<file path="src/rtl/pipelined_adder.sv">
// Segmented, pipelined adder/subtractor: one SEG-bit ripple segment per stage, valid/ready on both sides.
// Optional signed-overflow output is built when PIPELINED_ADDER_OVF_EN is defined; otherwise ovf is tied to 0.
module pipelined_adder #(
  parameter int WIDTH = 32,
  parameter int SEG   = 8
) (
  input  logic             clk,
  input  logic             rst_n,
  input  logic             in_valid,
  output logic             in_ready,
  input  logic [WIDTH-1:0] a,
  input  logic [WIDTH-1:0] b,
  input  logic             cin,
  input  logic             sub,
  output logic             out_valid,
  input  logic             out_ready,
  output logic [WIDTH-1:0] sum,
  output logic             cout,
  output logic             ovf
);

  localparam int STAGES = WIDTH / SEG;

  if (WIDTH % SEG != 0) begin : g_bad_cfg
    $error("pipelined_adder: WIDTH must be a multiple of SEG");
  end

  function automatic logic [SEG:0] ripple_add(input logic [SEG-1:0] x,
                                              input logic [SEG-1:0] y,
                                              input logic           ci);
    logic           c;
    logic [SEG-1:0] s;
    c = ci;
    s = {SEG{1'b0}};
    for (int i = 0; i < SEG; i++) begin
      s[i] = x[i] ^ y[i] ^ c;
      c    = (x[i] & y[i]) | (c & (x[i] ^ y[i]));
    end
    return {c, s};
  endfunction

`ifdef PIPELINED_ADDER_OVF_EN
  function automatic logic carry_into_msb(input logic [SEG-1:0] x,
                                          input logic [SEG-1:0] y,
                                          input logic           ci);
    logic c;
    c = ci;
    for (int i = 0; i < SEG - 1; i++) begin
      c = (x[i] & y[i]) | (c & (x[i] ^ y[i]));
    end
    return c;
  endfunction
`endif

  logic [WIDTH-1:0]  w_b_eff;
  logic [STAGES-1:0] w_v;
  logic [STAGES-1:0] w_ready;

  assign w_b_eff  = sub ? ~b : b;
  assign in_ready = w_ready[0];

  genvar k;
  for (k = 0; k < STAGES; k++) begin : g_stage
    localparam int HI  = (k + 1) * SEG;
    localparam int REM = WIDTH - HI;

    logic           w_src_v;
    logic           w_src_c;
    logic [SEG-1:0] w_src_a;
    logic [SEG-1:0] w_src_b;
    logic [SEG:0]   w_seg;
    logic [HI-1:0]  w_next_s;
    logic           r_v;
    logic           r_c;
    logic [HI-1:0]  r_s;

    if (k == 0) begin : g_head
      assign w_src_v  = in_valid;
      assign w_src_a  = a[SEG-1:0];
      assign w_src_b  = w_b_eff[SEG-1:0];
      assign w_src_c  = sub | cin;
      assign w_next_s = w_seg[SEG-1:0];
    end else begin : g_body
      assign w_src_v  = w_v[k-1];
      assign w_src_a  = g_stage[k-1].g_buf.r_a[SEG-1:0];
      assign w_src_b  = g_stage[k-1].g_buf.r_b[SEG-1:0];
      assign w_src_c  = g_stage[k-1].r_c;
      assign w_next_s = {w_seg[SEG-1:0], g_stage[k-1].r_s};
    end

    assign w_seg = ripple_add(w_src_a, w_src_b, w_src_c);
    assign w_v[k] = r_v;
    // A stage may load unless it and every stage after it are full while the output stalls.
    assign w_ready[k] = out_ready | ~(&w_v[STAGES-1:k]);

    // Stage valid bit, resolved low sum bits and segment carry.
    always_ff @(posedge clk or negedge rst_n) begin
      if (!rst_n) begin
        r_v <= 1'b0;
        r_c <= 1'b0;
        r_s <= {HI{1'b0}};
      end else if (w_ready[k]) begin
        r_v <= w_src_v;
        if (w_src_v) begin
          r_c <= w_seg[SEG];
          r_s <= w_next_s;
        end
      end
    end

    if (k < STAGES - 1) begin : g_buf
      logic [REM-1:0] r_a;
      logic [REM-1:0] r_b;
      logic [REM-1:0] w_next_a;
      logic [REM-1:0] w_next_b;

      if (k == 0) begin : g_cap
        assign w_next_a = a[WIDTH-1:SEG];
        assign w_next_b = w_b_eff[WIDTH-1:SEG];
      end else begin : g_shift
        assign w_next_a = g_stage[k-1].g_buf.r_a[REM+SEG-1:SEG];
        assign w_next_b = g_stage[k-1].g_buf.r_b[REM+SEG-1:SEG];
      end

      // Skew buffer carrying the not-yet-added operand bits down the pipe.
      always_ff @(posedge clk or negedge rst_n) begin
        if (!rst_n) begin
          r_a <= {REM{1'b0}};
          r_b <= {REM{1'b0}};
        end else if (w_ready[k] && w_src_v) begin
          r_a <= w_next_a;
          r_b <= w_next_b;
        end
      end
    end

    if (k == STAGES - 1) begin : g_tail
      assign out_valid = r_v;
      assign sum       = r_s;
      assign cout      = r_c;
`ifdef PIPELINED_ADDER_OVF_EN
      logic r_cmsb;

      // Carry into the MSB, loaded alongside the final segment so it holds through stalls.
      always_ff @(posedge clk or negedge rst_n) begin
        if (!rst_n) begin
          r_cmsb <= 1'b0;
        end else if (w_ready[k] && w_src_v) begin
          r_cmsb <= carry_into_msb(w_src_a, w_src_b, w_src_c);
        end
      end

      assign ovf = r_cmsb ^ r_c;
`else
      assign ovf = 1'b0;
`endif
    end
  end

endmodule

</file>
<file path="config.mk">
export PLATFORM = sky130hd
export DESIGN_NAME = pipelined_adder
export DESIGN_NICKNAME = d
export VERILOG_FILES = /design/src/rtl/pipelined_adder.sv
export SDC_FILE = /design/constraint.sdc
export NUM_CORES = 1
export LEC_CHECK = 0
export BUFFER_PORTS_ARGS = -buffer_cell sky130_fd_sc_hd__buf_2
export CAP_MARGIN = 20
export CORE_MARGIN = 5
export CORE_UTILIZATION = 60
export CTS_CLUSTER_SIZE = 12
export DETAILED_ROUTE_END_ITERATION = 12
export PLACE_DENSITY = 0.83
export REMOVE_ABC_BUFFERS = 1
export SYNTH_ARGS = -nofsm -noshare
export SYNTH_HDL_FRONTEND = slang
export SYNTH_SLANG_ARGS = --single-unit
export TNS_END_PERCENT = 5
</file>
<file path="constraint.sdc">
create_clock -name clk -period 8.1 [get_ports clk]
set_input_delay 1.62 -clock clk [delete_from_list [all_inputs] [get_ports clk]]
set_output_delay 1.62 -clock clk [all_outputs]
set_load 0.02 [all_outputs]
</file>
==> flow_summary.ini <==
[detailed_routing]
routed_wl_mm = 14.19
drt-pass1-iter-count = 4
wire_per_inst_um = 17.67
first_iter_violations = 214
viasPerCell = 5.305
drc = 0
vias = 4260
ant_nets = 0

[sta]
hold_viol_final = 0
period_needed_ns = 5.375
slew_violations = 0
fin_crit_sh_pct = 66.36
setup_viol = 0
timing.hold.ws_ns = 0.4886
fmax_mhz = 186.0
skew_ns = 0.006017
rsz0062_at_grt = false
timing.slew.headroom_pct = 34.82
tns_ns = 0
max_slew.worst_pin.slew_ns = 0.9777

[clocking]
clk_path_buf_depth = 2
root_buffer = clkbuf_16
numClockSinks = 184
clk_latency_ns = 0.42
tritoncts = done
cts_hold_buf = 0
cts_inserted_buffers = 17
post_cts_buffers = 0
ctsResizeCount = 0
htree_num_levels = 4
path_clk_slew_ns = 0.06

[cells_and_area]
drive_gt1_share_pct = 49.12
syn2layout_area_growth_pct = 16.95
fillCellCount = 911
seq_area_um2 = 4604
insertedDiodeCount = 0
nets = 716
final_area_um2 = 9360
multiInputGateArea_um2 = 3110

[floorplan]
die_h_um = 125.5
core-area_um2 = 13140
io_pins = 106
num_rows = 42
start_util_pct = 60.92
die_w_um = 125.5
dieArea_um2 = 15750

[pwr]
leakagePower_nw = 4.362
p_per_area_nw_per_um2 = 352.1
ir_drop_v = 0.0001661
power_w = 0.003296

[yosys]
synthesis.area_um2 = 8004
synth_cell_types = 21
synth_top_family_by_area = multiplexers
synth_ff_type = dfrtp_1
synth_edf_count = 0
yosysSeqAreaShare_pct = 57.53
ys_top_cells_by_area = dfrtp_1 (58%), mux2_2 (20%), fa_1 (8.0%)
synthArstFlopShare_pct = 100.0
synthAdderAreaFrac_pct = 8.004
syn_avg_cell_area_um2 = 15.76
synth_xor_area_share_pct = 3.502
synthMuxAreaShare_pct = 26.00
yosysTopAreaCell = dfrtp_1
synth_warnings = 0
yosysTopAreaCellShare_pct = 57.53
syn-instance-count = 508
synth_compound_area_share_pct = 0.1407
ys_ff_latch = 184
synth-simple-area-share_pct = 0.9848

[worst_setup_path]
endpoint = g_stage[0].r_s[7]
crit_fanout = 21
cp-startpoint = sub
r2r_cells = 12
worstReg2RegEnd = g_stage[2].r_s[23]
cp-end-kind = register
criticalPathCategory = in2reg
startpoint_type = primary input
crit_required_ns = 8.41
worstPathArrival_ns = 5.68
regToRegSetupSlack_ns = 4.19
r2r_start = g_stage[1].r_c

[global_route]
grt-ovfl-total = 0
groute.usage.overall_pct = 19.57
grt_pass1_vias = 4750
grt_max_degree = 101
antenna_found_initial = 0
grt_pass1_wl_mm = 24.27

[min_path]
hold_path.class = reg2reg
min_path_cells = 1

[flow_run]
max-cap-violations = 0

[place]
dpl_cell_area_um2 = 8652
dp_hpwl_mm = 9.265
globalplace.congestion = 0.7598
portBuffers = 104

[status]
status = completed
==> Yosys cell counts, types with 2 or more instances <==
cell / n
dfrtp_1: 184
mux2_2: 141
inv_1: 42
fa_1: 32
xor2_1: 24
mux2_4: 20
mux2i_1: 17
buf_2: 15
xnor2_1: 8
nand2b_1: 5
buf_6: 4
nand2_1: 4
buf_4: 3
mux2_1: 2
==> placed cells by master (no fill, tap or decap), types with 2 or more instances in the layout <==
master	netlist	final
xnor2_1	8	8
clkbuf_16	0	17
mux2i_1	17	17
nand2b_1	5	5
mux2_1	2	2
inv_6	0	2
clkbuf_8	0	2
inv_1	42	42
fa_1	32	32
dfrtp_1	184	184
mux2_2	141	141
bufinv_16	0	5
buf_2	15	103
clkinvlp_4	0	3
mux2_4	20	20
nand2_2	0	3
clkinv_4	0	3
xor2_1	24	24
buf_4	3	4
==> kinds of logic after synthesis <==
kind of cell,count (synthesis)
adder cells (fa/ha/maj),32
other,1
AO/OA/AOI/OAI,1
XOR/XNOR,32
buffers and inverters,65
multiplexers,180
AND/OR/NAND/NOR,13
flip-flops,184
==> critical path, stage by stage <==
cell     delay (ns)
buf_2          0.33
buf_4          0.43
xnor2_1        0.14
fa_1           0.40
fa_1           0.43
fa_1           0.39
fa_1           0.41
fa_1           0.39
fa_1           0.36
inv_1          0.08
fa_1           0.41
mux2_2         0.27
==> final cells by class <==
cell class / instances / share of cell area, %
sequential: 184 / 49.19
clock inverter: 14 / 2.366
timing repair buffer: 110 / 6.483
multi-input combinational: 259 / 33.23
clock buffer: 18 / 4.692
inverter: 42 / 1.684
tap: 176 / 2.353
==> report_power, final <==
part	leakage (nW)	internal (W)	switching (W)	total, W
registers	2.14	0.00126	0.000194	0.00146
logic	1.91	0.000490	0.000441	0.000931
clock network	0.313	0.000559	0.000351	0.000909
total	4.36	0.00231	0.000986	0.00330
==> through the flow <==
step	setup slack (ns)	instances	util [%]
4_1_cts	2.706	801	70.89
2_1_floorplan	2.956	485	-
5_1_grt	2.593	803	71.25
6_report	2.725	803	71.25
3_3_place_gp	2.349	769	65.86
3_5_place_dp	2.289	769	65.86
==> flip-flops by register name (all words and copies together) (netlist names) <==
| name | count |
|---|---|
| cout | 1 |
| g_stage.g_buf.r_a | 48 |
| g_stage.g_buf.r_b | 48 |
| g_stage.r_c | 3 |
| g_stage.r_s | 48 |
| g_stage.r_v | 3 |
| out_valid | 1 |
| sum | 32 |
==> routing by layer <==
metal | vias up | global-route usage [%] | share of wire [%]
met5 | - | 0 | 0
met4 | 0 | 6.122 | 1.2
met3 | 19 | 5.032 | 3.8
met2 | 77 | 32.76 | 51
met1 | 2259 | 25.28 | 44
li1 | 1905 | - | -
==> worst min-delay path by stage <==
stage                             startpoint                        to  slack [ns]
floorplan           g_stage[0].g_buf.r_a[13]  g_stage[0].g_buf.r_a[13]        0.45
global placement    g_stage[0].g_buf.r_a[13]  g_stage[0].g_buf.r_a[13]        0.47
detailed placement  g_stage[0].g_buf.r_a[13]  g_stage[0].g_buf.r_a[13]        0.48
CTS                 g_stage[0].g_buf.r_a[13]  g_stage[0].g_buf.r_a[13]        0.49
global route                         sum[21]                   sum[21]        0.51
finish              g_stage[0].g_buf.r_a[14]  g_stage[0].g_buf.r_a[14]        0.49
(Power assumes the default switching activity.)
